`src/rtl/uart_pkg.sv`:
```
// Shared types and baud-derived defaults for the UART transmit arbiter.
//   arb_state_t : arbiter FSM states
//   CLK_HZ, BAUD, BIT_CYCLES : default clock/baud constants
package uart_pkg;

  localparam int unsigned CLK_HZ     = 50_000_000;
  localparam int unsigned BAUD       = 115200;
  localparam int unsigned BIT_CYCLES = 434;

  typedef enum logic [1:0] {
    IDLE = 2'd0,
    LOCK = 2'd1,
    GAP  = 2'd2
  } arb_state_t;

endpackage

```
`src/rtl/uart_tx_arbiter_rr_pick.sv`:
```
// Combinational round-robin select: first requester set, searching upward
// from last_grant+1 and wrapping.
//   req        : request vector
//   last_grant : index granted most recently
//   pick       : next index to grant (last_grant when nothing requests)
//   any        : at least one request is set
module rr_pick #(
  parameter int unsigned N  = 4,
  parameter int unsigned IW = $clog2(N)
) (
  input  logic [N-1:0]  req,
  input  logic [IW-1:0] last_grant,
  output logic [IW-1:0] pick,
  output logic          any
);

  logic [IW-1:0] cand;

  // Walk from farthest to nearest so the nearest set request wins.
  always_comb begin
    pick = last_grant;
    cand = '0;
    any  = |req;
    for (int unsigned i = N; i >= 1; i--) begin
      cand = IW'((32'(last_grant) + i) % N);
      if (req[cand]) pick = cand;
    end
  end

endmodule

```
`src/rtl/uart_tx_arbiter.sv`:
```
// Packet-level round-robin arbiter sharing one byte-serial UART transmitter
// among NUM_REQ requesters, with a forced idle gap after each packet and a
// stall timeout that releases a requester idling mid-packet.
//   clock50, reset_n            : clock, async active-low reset
//   req_valid/req_data/req_last : per-requester byte stream (byte i at [8i+7:8i])
//   req_ready                   : per-requester byte accepted this cycle
//   tx_valid/tx_data/tx_ready   : byte interface to the serializer
//   grant_id                    : current/last granted requester
//   grant_active                : a packet is in progress
//   timeout_pulse               : one-cycle pulse on forced release
module uart_tx_arbiter
  import uart_pkg::*;
#(
  parameter int unsigned NUM_REQ        = 4,
  parameter int unsigned GAP_CYCLES     = BIT_CYCLES,
  parameter int unsigned TIMEOUT_CYCLES = 65535
) (
  input  logic                       clock50,
  input  logic                       reset_n,
  input  logic [NUM_REQ-1:0]         req_valid,
  input  logic [NUM_REQ*8-1:0]       req_data,
  input  logic [NUM_REQ-1:0]         req_last,
  output logic [NUM_REQ-1:0]         req_ready,
  output logic                       tx_valid,
  output logic [7:0]                 tx_data,
  input  logic                       tx_ready,
  output logic [$clog2(NUM_REQ)-1:0] grant_id,
  output logic                       grant_active,
  output logic                       timeout_pulse
);

  localparam int unsigned IDW      = $clog2(NUM_REQ);
  localparam int unsigned CNT_MAX  = (GAP_CYCLES > TIMEOUT_CYCLES) ? GAP_CYCLES : TIMEOUT_CYCLES;
  localparam int unsigned CNT_W    = (CNT_MAX < 2) ? 1 : $clog2(CNT_MAX + 1);
  // A zero-length gap still spends one cycle in GAP.
  localparam int unsigned GAP_LAST = (GAP_CYCLES == 0) ? 0 : GAP_CYCLES - 1;
  localparam int unsigned TMO_LAST = (TIMEOUT_CYCLES == 0) ? 0 : TIMEOUT_CYCLES - 1;

  arb_state_t       state_q, state_d;
  logic [IDW-1:0]   grant_q, grant_d;
  logic [CNT_W-1:0] gap_q, gap_d;
  logic [CNT_W-1:0] tmo_q, tmo_d;
  logic             pulse_q, pulse_d;
  logic             active_q;
  logic [IDW-1:0]   pick;
  logic             any_req;
  logic             g_valid;
  logic             g_last;

  rr_pick #(.N(NUM_REQ), .IW(IDW)) u_rr_pick (
    .req        (req_valid),
    .last_grant (grant_q),
    .pick       (pick),
    .any        (any_req)
  );

  assign g_valid       = req_valid[grant_q];
  assign g_last        = req_last[grant_q];
  assign grant_id      = grant_q;
  assign grant_active  = active_q;
  assign timeout_pulse = pulse_q;

  // State and counter registers.
  always_ff @(posedge clock50 or negedge reset_n) begin
    if (!reset_n) begin
      state_q  <= IDLE;
      grant_q  <= IDW'(NUM_REQ - 1);
      gap_q    <= '0;
      tmo_q    <= '0;
      pulse_q  <= 1'b0;
      active_q <= 1'b0;
    end else begin
      state_q  <= state_d;
      grant_q  <= grant_d;
      gap_q    <= gap_d;
      tmo_q    <= tmo_d;
      pulse_q  <= pulse_d;
      active_q <= (state_d == LOCK);
    end
  end

  // Next-state logic; the byte path is a pass-through from the granted requester.
  always_comb begin
    state_d   = state_q;
    grant_d   = grant_q;
    gap_d     = gap_q;
    tmo_d     = tmo_q;
    pulse_d   = 1'b0;
    tx_valid  = 1'b0;
    tx_data   = 8'h00;
    req_ready = '0;
    unique case (state_q)
      IDLE: begin
        if (any_req) begin
          grant_d = pick;
          tmo_d   = '0;
          state_d = LOCK;
        end
      end
      LOCK: begin
        tx_valid           = g_valid;
        tx_data            = req_data[{grant_q, 3'b000} +: 8];
        req_ready[grant_q] = tx_ready & g_valid;
        if (g_valid && tx_ready) begin
          tmo_d = '0;
          if (g_last) begin
            gap_d   = '0;
            state_d = GAP;
          end
        end else if (!g_valid) begin
          // Only cycles with the requester silent count toward the stall limit.
          if (tmo_q >= CNT_W'(TMO_LAST)) begin
            tmo_d   = '0;
            gap_d   = '0;
            pulse_d = 1'b1;
            state_d = GAP;
          end else begin
            tmo_d = tmo_q + CNT_W'(1);
          end
        end
      end
      GAP: begin
        if (gap_q >= CNT_W'(GAP_LAST)) begin
          gap_d   = '0;
          state_d = IDLE;
        end else begin
          gap_d = gap_q + CNT_W'(1);
        end
      end
      default: state_d = IDLE;
    endcase
  end

endmodule

```
`config.mk`:
```
export PLATFORM = sky130hd
export DESIGN_NAME = uart_tx_arbiter
export DESIGN_NICKNAME = d
export VERILOG_FILES = /design/src/rtl/uart_pkg.sv /design/src/rtl/uart_tx_arbiter_rr_pick.sv /design/src/rtl/uart_tx_arbiter.sv
export SDC_FILE = /design/constraint.sdc
export NUM_CORES = 1
export LEC_CHECK = 0
export CAP_MARGIN = 40
export CORE_UTILIZATION = 25
export CTS_CLUSTER_DIAMETER = 50
export DETAILED_ROUTE_END_ITERATION = 7
export RECOVER_POWER = 25
export SLEW_MARGIN = 0
export SYNTH_ARGS = -nofsm -noshare
export SYNTH_HDL_FRONTEND = slang
export SYNTH_SLANG_ARGS = --single-unit
```
`constraint.sdc`:
```
create_clock -name clock50 -period 2.9 [get_ports clock50]
set_input_delay 0.58 -clock clock50 [delete_from_list [all_inputs] [get_ports clock50]]
set_output_delay 0.58 -clock clock50 [all_outputs]
set_load 0.005 [all_outputs]
```
==> reports/qor.csv <==
metric,value,unit
cts-root-buf,clkbuf_8,
synth_xor_area_frac,0.00667,
n_antenna_cell,0,
fin_skew,0.00897,ns
syn_area,2630,um2
grt_pass1_vias,2458,
setup_tns,0,ns
slew_headroom,-0.336,
clk_pin_slew_worst_paths,0.07,ns
clock-sinks,38,
cts_buffers,5,
netlist_instances,272,
wl_per_cell,13.8,um
rsz0062_at_grt,no,
antenna_found_initial,0,
syn-mean-instance-area,9.66,um2
crit_arrival,2.27,ns
critPathLaunch,req_valid[1],
critPathKind,input pin to primary output,
min_period_over_period,0.984,
core_area,10300,um2
dr.pass1.iters,4,
synth_top_family_by_area,simple AND/OR/NAND/NOR gates,
timing.final.crit_period,2.85,ns
grt_pass1_wl,11600,um
drc,0,
r2r_setup_slack,0.56,ns
first_iter_violations,167,
start_util,0.256,
tightest_slew,2.00,ns
powerDensity,764,nW/um2
startpoint_type,input pin,
pre_cts_slack,-0.0405,ns
cts_max_path_buffers,2,
layout.cells.non_filler,476,
synth.mux.area_fraction,0.112,
r2r_end,gap_q[13],
worstSetupEndpointType,primary output,
worst_slack,0.0477,ns
die_width,105,um
final_util,0.346,
dpl_cell_area,3450,um2
overflow,0,
cts_setup_buffers,0,
yosys_warnings,0,
critPathMostFrequentCell,clkdlybuf4s50_1,
wl,6550,um
min-delay-path-class,input pin to asynchronous set/reset pin,
crit_fanout,4,
slew_violations,37,
postCtsHoldBufs,0,
setup_viol,0,
ctsHtreeMaxLevel,2,
dp.cells,468,
hold_violations,0,
ant_nets,0,
leakage,1.46,nW
final_area,3550,um2
slowest_delay,0.49,ns
clkLatencyLatePin,0.29,ns
gp_congestion,0.825,
cts_tree,done,
irDropWorstVdd,298,uV
synth-simple-area-share,0.217,
filler_cell_count,1053,
vias,2421,
critical_path.cell_chain,"clkdlybuf4s50_1, mux4_2, and3_4, and2_1, clkdlybuf4s50_1",
layout-drive-gt1-share,0.129,
drv_cap,1,
die_h,105,um
synth_async_sr_flop_share,1.00,
reg2reg_from,grant_id[0],
ys_seq_area_frac,0.363,
cp_slowest_cell,mux4_2,
cts_resized,2,
postSynthNetCount,324,
grt_usage,0.128,
status,finished with violations,
synth-compound-area-share,0.204,
hpwl,4820,um
synth_ff_type,dfrtp_1,
grt_start_max_net_pins,37,
area_growth,35.2,%
avgViaCountPerCell,5.09,
num_io_pins,60,
synth_fa_ha_area_frac,0.0429,
synth-edff-count,0,
rows,37,
worstPathRequired,2.32,ns
die_area,10900,um2
fin_nets,391,
port_buffers,59,
violations,"max-capacitance violations, max-slew violations",
max_freq,351,MHz
yosysUniqueCellTypes,56,
r2r.worst_path.cells,6,
ys_ff_latch,38,
critical path, delay by kind of cell:
family	cells	cell delay, ns
buffers and inverters	2	0.85
AND/OR/NAND/NOR	2	0.35
multiplexers	1	0.49
per-layer routing:
layer  global-route usage  wire length, um  part of all wire  up-vias
li1                     -                -                 -     1169
met1                0.153             2860              0.44     1163
met2                0.223             3130              0.48       80
met3               0.0276              423             0.065        9
met4               0.0480              128             0.020        0
met5                    0                0                 0        -
Yosys cell counts (2+ instances only):
| cell type | count | area share |
|---|---|---|
| dfrtp_1 | 36 | 0.34 |
| a31oi_1 | 26 | 0.062 |
| nand2_1 | 24 | 0.034 |
| and2_1 | 13 | 0.031 |
| inv_1 | 12 | 0.017 |
| nor4_1 | 11 | 0.026 |
| nand3_1 | 10 | 0.019 |
| ha_1 | 9 | 0.043 |
| mux4_2 | 9 | 0.077 |
| nand2b_1 | 9 | 0.021 |
| nor2_1 | 9 | 0.013 |
| o21a_1 | 8 | 0.023 |
| buf_2 | 7 | 0.013 |
| a21oi_1 | 6 | 0.011 |
| nand4_1 | 6 | 0.014 |
| nor3_1 | 6 | 0.011 |
| o21ai_0 | 6 | 0.011 |
| and3_1 | 5 | 0.012 |
| a22o_1 | 4 | 0.013 |
| clkbuf_1 | 4 | 0.0057 |
| mux2i_1 | 4 | 0.015 |
| o31ai_1 | 4 | 0.011 |
| o21bai_1 | 3 | 0.0086 |
| a211o_1 | 2 | 0.0067 |
| a311oi_1 | 2 | 0.0067 |
| a41oi_1 | 2 | 0.0067 |
| and4_1 | 2 | 0.0067 |
| buf_6 | 2 | 0.0086 |
| dfstp_2 | 2 | 0.020 |
| nor4b_1 | 2 | 0.0067 |
| xnor2_1 | 2 | 0.0067 |
per-stage QoR:
| stage | power, mW | hold WS, ns |
|---|---|---|
| floorplan | 1.74 | 0.284 |
| global placement | 2.25 | 0.477 |
| detailed placement | 2.29 | 0.400 |
| CTS | 2.75 | 0.0870 |
| global route | 2.93 | 0.0855 |
| finish | 2.71 | 0.0898 |
layout by cell type (no fill, tap or decap), types with 8 or more instances in the layout:
| cell | netlist | layout |
|---|---|---|
| a31oi_1 | 26 | 26 |
| and2_1 | 13 | 13 |
| buf_4 | 1 | 14 |
| clkdlybuf4s50_1 | 0 | 53 |
| dfrtp_1 | 36 | 36 |
| ha_1 | 9 | 9 |
| inv_1 | 12 | 12 |
| mux4_2 | 9 | 9 |
| nand2_1 | 24 | 24 |
| nand2b_1 | 9 | 9 |
| nand3_1 | 10 | 10 |
| nor2_1 | 9 | 9 |
| nor4_1 | 11 | 11 |
| o21a_1 | 8 | 8 |
power breakdown:
group / internal [mW] / switching (mW)
Combinational: 0.803 / 0.739
Sequential: 0.621 / 0.105
Clock: 0.258 / 0.187
Total: 1.68 / 1.03
area by class of cell:
cell class,count,area (um2),share of cell area
multi-input cells,206,1540,0.432
flip-flops and latches,38,953,0.268
repair buffers,76,742,0.209
well taps,136,170,0.0479
clock buffers,7,76.3,0.0215
inverters,12,45.0,0.0127
clock inverters,1,30.0,0.00845
registers in the layout, summed over array words and instances, names as in the netlist:
register / cells
grant_active: 1
tmo_q: 16
state_q: 2
timeout_pulse: 1
gap_q: 16
grant_id: 2
worst max-delay path by stage:
stage                         endpoint
after global placement    req_ready[1]
after CTS                 req_ready[3]
after global routing      req_ready[3]
final                     req_ready[3]
after floorplan             tx_data[4]
after detailed placement  req_ready[2]
logic make-up (layout without fill, tap and decap cells):
kind of cell	after synthesis	count (layout)
and+or+nand+nor	104	104
muxes	16	16
AOI/OAI and AO/OA	75	75
adders and majority gates	9	9
buffers and inverters	28	96
DFF	38	38
xor gates and xnor gates	2	2
(Power assumes the default switching activity.)
